[src/rtl/i2c_sda_arbiter_pkg.sv]
// Shared definitions for the I2C SDA arbiter: FSM state encodings, ACK bit position
// and default watchdog sizing.
package i2c_sda_arbiter_pkg;

    typedef enum logic [1:0] {
        S_IDLE   = 2'd0,
        S_ADDR   = 2'd1,
        S_OWNED  = 2'd2,
        S_IGNORE = 2'd3
    } arb_state_e;

    // SCL rise number (counted from START) on which the address ACK is sampled
    localparam int I2C_ACK_BIT = 9;

    localparam int I2C_DEFAULT_TIMEOUT_CYCLES = 65535;
    localparam int I2C_DEFAULT_TIMEOUT_WIDTH  = 16;

endpackage

[src/rtl/i2c_bus_event_detector.sv]
// Detects I2C START, STOP and SCL rising edges from synchronized SCL/SDA.
// Kept standalone so the slave serializers can reuse it.
module i2c_bus_event_detector
    import i2c_sda_arbiter_pkg::*;
(
    input  logic clk,
    input  logic reset,
    input  logic scl,
    input  logic sda_in,
    output logic start,
    output logic stop,
    output logic scl_rise
);

    logic prev_scl_q;
    logic prev_sda_q;

    always_ff @(posedge clk or negedge reset) begin
        if (!reset) begin
            prev_scl_q <= 1'b1;
            prev_sda_q <= 1'b1;
        end else begin
            prev_scl_q <= scl;
            prev_sda_q <= sda_in;
        end
    end

    assign start    = scl && prev_sda_q && !sda_in;
    assign stop     = scl && !prev_sda_q && sda_in;
    assign scl_rise = scl && !prev_scl_q;

endmodule

[src/rtl/i2c_sda_arbiter.sv]
// Shares one open-collector SDA line between NUM_SLAVES internal I2C slaves; the slave
// that ACKs the address owns SDA until STOP/Sr. Watchdog enabled by I2C_ARB_TIMEOUT_EN.
module i2c_sda_arbiter
    import i2c_sda_arbiter_pkg::*;
#(
    parameter int NUM_SLAVES     = 4,
    parameter int TIMEOUT_CYCLES = I2C_DEFAULT_TIMEOUT_CYCLES,
    parameter int TIMEOUT_WIDTH  = I2C_DEFAULT_TIMEOUT_WIDTH
) (
    input  logic                  clk,
    input  logic                  reset,
    input  logic                  scl,
    input  logic                  sda_in,
    input  logic [NUM_SLAVES-1:0] slave_sda_out,
    output logic                  sda_out,
    output logic [NUM_SLAVES-1:0] grant,
    output logic                  busy,
    output logic                  conflict,
    output logic                  timeout
);

    if (NUM_SLAVES < 1 || NUM_SLAVES > 8) begin : g_bad_num_slaves
        $error("i2c_sda_arbiter: NUM_SLAVES must be in 1..8");
    end
    if (TIMEOUT_CYCLES < 2 || TIMEOUT_WIDTH < 1 || (TIMEOUT_CYCLES >> TIMEOUT_WIDTH) != 0) begin : g_bad_timeout
        $error("i2c_sda_arbiter: TIMEOUT_WIDTH cannot hold TIMEOUT_CYCLES");
    end

    arb_state_e            state_q, state_d;
    logic [3:0]            bit_cnt_q, bit_cnt_d;
    logic                  sda_out_q, sda_out_d;
    logic [NUM_SLAVES-1:0] grant_q, grant_d;
    logic                  busy_q, busy_d;
    logic                  conflict_q, conflict_d;
    logic                  timeout_q, timeout_d;

    logic                  bus_start;
    logic                  bus_stop;
    logic                  bus_scl_rise;
    logic                  ack_sample;
    logic [NUM_SLAVES-1:0] acked;
    logic [NUM_SLAVES-1:0] acked_low;
    logic                  acked_multi;
    logic                  wd_fire;

    i2c_bus_event_detector u_event_det (
        .clk      (clk),
        .reset    (reset),
        .scl      (scl),
        .sda_in   (sda_in),
        .start    (bus_start),
        .stop     (bus_stop),
        .scl_rise (bus_scl_rise)
    );

    // A slave ACKs by pulling low; lowest index wins, more than one ACKer is a conflict
    assign acked       = ~slave_sda_out;
    assign acked_low   = acked & (~acked + NUM_SLAVES'(1));
    assign acked_multi = |(acked & (acked - NUM_SLAVES'(1)));
    assign ack_sample  = (state_q == S_ADDR) && bus_scl_rise && !bus_start && !bus_stop
                         && (bit_cnt_q == 4'(I2C_ACK_BIT - 1));

`ifdef I2C_ARB_TIMEOUT_EN
    logic [TIMEOUT_WIDTH-1:0] wd_q, wd_d;

    always_comb begin
        wd_fire = busy_q && !scl && (wd_q == TIMEOUT_WIDTH'(TIMEOUT_CYCLES - 1));
        wd_d    = (busy_q && !scl && !wd_fire) ? wd_q + TIMEOUT_WIDTH'(1) : '0;
    end

    always_ff @(posedge clk or negedge reset) begin
        if (!reset) begin
            wd_q <= '0;
        end else begin
            wd_q <= wd_d;
        end
    end
`else
    assign wd_fire = 1'b0;
`endif

    always_ff @(posedge clk or negedge reset) begin
        if (!reset) begin
            state_q    <= S_IDLE;
            bit_cnt_q  <= '0;
            sda_out_q  <= 1'b1;
            grant_q    <= '0;
            busy_q     <= 1'b0;
            conflict_q <= 1'b0;
            timeout_q  <= 1'b0;
        end else begin
            state_q    <= state_d;
            bit_cnt_q  <= bit_cnt_d;
            sda_out_q  <= sda_out_d;
            grant_q    <= grant_d;
            busy_q     <= busy_d;
            conflict_q <= conflict_d;
            timeout_q  <= timeout_d;
        end
    end

    always_comb begin
        state_d = state_q;
        case (state_q)
            S_IDLE: begin
                if (bus_start) state_d = S_ADDR;
            end
            default: begin
                if (bus_stop)        state_d = S_IDLE;
                else if (bus_start)  state_d = S_ADDR;
                else if (ack_sample) state_d = (acked == '0) ? S_IGNORE : S_OWNED;
            end
        endcase
        if (wd_fire) state_d = S_IDLE;
    end

    always_comb begin
        sda_out_d  = 1'b1;
        bit_cnt_d  = bit_cnt_q;
        grant_d    = grant_q;
        busy_d     = busy_q;
        conflict_d = 1'b0;
        timeout_d  = wd_fire;

        // Wired-AND while addressing so every slave can ACK; afterwards only the owner
        case (state_q)
            S_ADDR:  sda_out_d = &slave_sda_out;
            S_OWNED: sda_out_d = ~|(grant_q & ~slave_sda_out);
            default: sda_out_d = 1'b1;
        endcase

        if (bus_start)         bit_cnt_d = '0;
        else if (bus_scl_rise) bit_cnt_d = bit_cnt_q + 4'd1;

        if (state_q == S_IDLE) begin
            if (bus_start) busy_d = 1'b1;
        end else if (bus_stop) begin
            grant_d = '0;
            busy_d  = 1'b0;
        end else if (bus_start) begin
            grant_d = '0;
        end else if (ack_sample) begin
            grant_d    = acked_low;
            conflict_d = acked_multi;
        end

        if (wd_fire) begin
            sda_out_d = 1'b1;
            grant_d   = '0;
            busy_d    = 1'b0;
        end
    end

    assign sda_out  = sda_out_q;
    assign grant    = grant_q;
    assign busy     = busy_q;
    assign conflict = conflict_q;
    assign timeout  = timeout_q;

endmodule

[config.mk]
export PLATFORM = sky130hd
export DESIGN_NAME = i2c_sda_arbiter
export DESIGN_NICKNAME = d
export VERILOG_FILES = /design/src/rtl/i2c_sda_arbiter_pkg.sv /design/src/rtl/i2c_bus_event_detector.sv /design/src/rtl/i2c_sda_arbiter.sv
export SDC_FILE = /design/constraint.sdc
export NUM_CORES = 1
export LEC_CHECK = 0
export CORE_MARGIN = 2
export CORE_UTILIZATION = 30
export CTS_CLUSTER_SIZE = 40
export DETAILED_ROUTE_END_ITERATION = 7
export GPL_TIMING_DRIVEN = 0
export HOLD_SLACK_MARGIN = 0.15
export SLEW_MARGIN = 20
export SYNTH_ARGS = -nofsm -noshare
export SYNTH_HDL_FRONTEND = slang
export SYNTH_SLANG_ARGS = --single-unit
export TNS_END_PERCENT = 50
[constraint.sdc]
create_clock -name clk -period 2.8 [get_ports clk]
set_input_delay 0.84 -clock clk [delete_from_list [all_inputs] [get_ports clk]]
set_output_delay 0.84 -clock clk [all_outputs]
set_load 0.02 [all_outputs]
==> run_results.csv <==
group,metric,value,unit
run_status,run_status,"complete, no violations",
floorplan,initial_core_util,32.4,%
grt,grt_pass1_vias,646,
synth,ys.warnings.count,0,
place,hpwl,1320,um
setup_path,arrival,1390,ps
setup_path,required,1960,ps
layout,layout.cells.non_filler,129,
synth,yosysUniqueCellTypes,31,
sta,skew,2.32,ps
sta,hold_viol,0,
route,drc_errors,0,
grt,grt_pass1_wl,2900,um
hold_path,hold_path_depth,1,
floorplan,dieArea,3160,um2
place,preCtsSetupSlack,296,ps
setup_path,crit_family,"buffers and inverters",
power_and_ir_drop,p_per_area,641,nW/um2
clock_tree,post_cts.repair.setup_buffers,0,
route,totalWireLength,1700,um
route,ant_nets,0,
power_and_ir_drop,finalPower,0.000655,W
setup_path,worstSetupPathType,"flop to output port",
setup_path,slowest_delay,590,ps
route,dr.pass1.iters,5,
place,place.gp.congestion,0.712,
sta,relSlewSlack,53.9,%
setup_path,worstPathCellList,"clkdlybuf4s50_1",
synth,synth_edf_count,0,
synth,syn_avg_cell_area,10.1,um2
clock_tree,clock_sinks,15,
sta,setup_tns,0,ps
sta,max_slew.worst_pin.slew,689,ps
floorplan,die_y,56.2,um
setup_path,endpoint_kind,"output port",
synth,netlist_instances,81,
setup_path,crit_slowest_cell,"clkdlybuf4s50_1",
sta,fin_crit_sh,79.6,%
clock_tree,clk_path_buf_depth,2,
grt,grt_usage,11.6,%
place,dp.cells,125,
synth,syn_area,818,um2
floorplan,ios,16,
grt,antenna_found_initial,0,
sta,slew_violations,0,
grt,grt-ovfl-total,0,
grt,grt_max_degree,16,
synth,syn-num-nets,94,
layout,area_growth,24.9,%
layout,most-common-layout-cells,"clkdlybuf4s50_1, dfrtp_1, inv_1",
sta,max_freq,448,MHz
route,wl_per_cell,13.2,um
floorplan,die_w,56.2,um
clock_tree,h-tree-depth,1,
setup_path,worst-path-buf-inv,1,
sta,setup_violations,0,
floorplan,core-area,2520,um2
route,vias,681,
clock_tree,root_buffer,"clkbuf_4",
hold_path,worstHoldPathType,"flop to flop",
synth,synth_ff_type,"dfrtp_1",
setup_path,path_depth,1,
power_and_ir_drop,p_leak,0.426,nW
place,io_buffers,14,
clock_tree,numCtsBuffers,3,
setup_path,critical_path_peak_fanout,1,
floorplan,rows,18,
sta,setup_ws,570,ps
synth,ys_seq_area_share,46.3,%
clock_tree,path_clk_slew,90,ps
job,cap_violations,0,
setup_path,cp-start-kind,"flop",
power_and_ir_drop,ir_drop,0.420,mV
synth,ys_ff_latch,15,
route,avgViaCountPerCell,5.28,
layout,drive_gt1_share,10.1,%
clock_tree,ctsHoldBuffers,0,
layout,nNetsFinal,113,
sta,rsz0062_at_grt,"false",
clock_tree,tritoncts,"built",
clock_tree,cts.repair.resized,0,
clock_tree,insertion_delay,280,ps
setup_path,worstRegToRegCells,6,
sta,fin_crit,2230,ps
route,drt_first_iter_violations,21,
layout,insertedDiodeCount,0,
layout,layout_commonest_cell,"clkdlybuf4s50_1",
synth,async_flop_share,100,%
[registers in the layout, indices dropped and copies added, names as in the netlist]
signal                  cells
u_event_det.prev_scl_q      1
grant                       4
sda_out                     1
u_event_det.prev_sda_q      1
state_q                     2
busy                        1
bit_cnt_q                   4
conflict                    1
[where the power goes]
group	switching, W	internal (W)	leakage [nW]
clock network	0.0000686	0.0000553	0.0150
logic	0.000123	0.000107	0.226
registers	0.0000348	0.000267	0.185
total	0.000226	0.000429	0.426
[routing by layer]
layer | GRT usage (%) | share of wire (%)
met1 | 13.4 | 46
met2 | 19.2 | 45
met3 | 6.28 | 8.3
met4 | 2.04 | 0.59
met5 | 0 | 0
[cell usage after synthesis, types with 2 or more instances]
library cell	number	share of area [%]
o21ai_0	8	4.9
o2bb2ai_1	5	5.4
nand2_1	4	1.8
dfstp_2	3	9.6
or2b_1	2	1.8
inv_1	9	4.1
a21oi_1	4	2.4
nand4b_1	2	2.1
ha_1	5	7.6
nor3_1	2	1.2
nor2b_1	3	2.3
dfrtp_1	12	37
nand3_1	3	1.8
nor2_1	2	0.92
[stage by stage]
step / area [um2] / hold WS (ps) / util, %
floorplan: 818 / 459 / -
global placement: 996 / 508 / 39.5
detailed placement: 996 / 509 / 39.5
CTS: 1020 / 536 / 40.5
global route: 1020 / 554 / 40.5
finish: 1020 / 527 / 40.5
[path summary, 6_finish.rpt]
kind,startpoint,end,slack (ps)
max reg2reg,state_q[1],state_q[0],1090
min in group asynchronous,reset,grant[2],970
min,grant[3],grant[3],530
min reg2reg,grant[3],grant[3],530
max in group asynchronous,reset,bit_cnt_q[0],1400
max,sda_out,sda_out,570
[area by class of cell]
class                   count  area, um2
fillers                   258       1500
multi-input cells          55        394
flip-flops and latches     15        379
repair buffers             14        140
inverters                  10       37.5
well taps                  30       37.5
clock buffers               4       26.3
plain buffers               1       7.51
[worst reg2reg max path, cell delays in order (launching register included)]
cell and delay, ps:
dfrtp_1 400, inv_1 80, ha_1 160, nand4b_1 180, or3_1 350, a21o_1 250, a2bb2oi_1 160
[logic make-up (layout without fill, tap and decap cells)]
| group | count (synthesis) | after routing | share of synthesized area, % |
|---|---|---|---|
| compound gates | 25 | 25 | 20.6 |
| other cells | 1 | 1 | 0.458 |
| buf+inv | 11 | 29 | 5.50 |
| simple gates | 23 | 23 | 18.0 |
| flops | 15 | 15 | 46.3 |
| mux | 1 | 1 | 1.38 |
| fa+ha+maj | 5 | 5 | 7.65 |
Power figures use the tool's default switching activity.
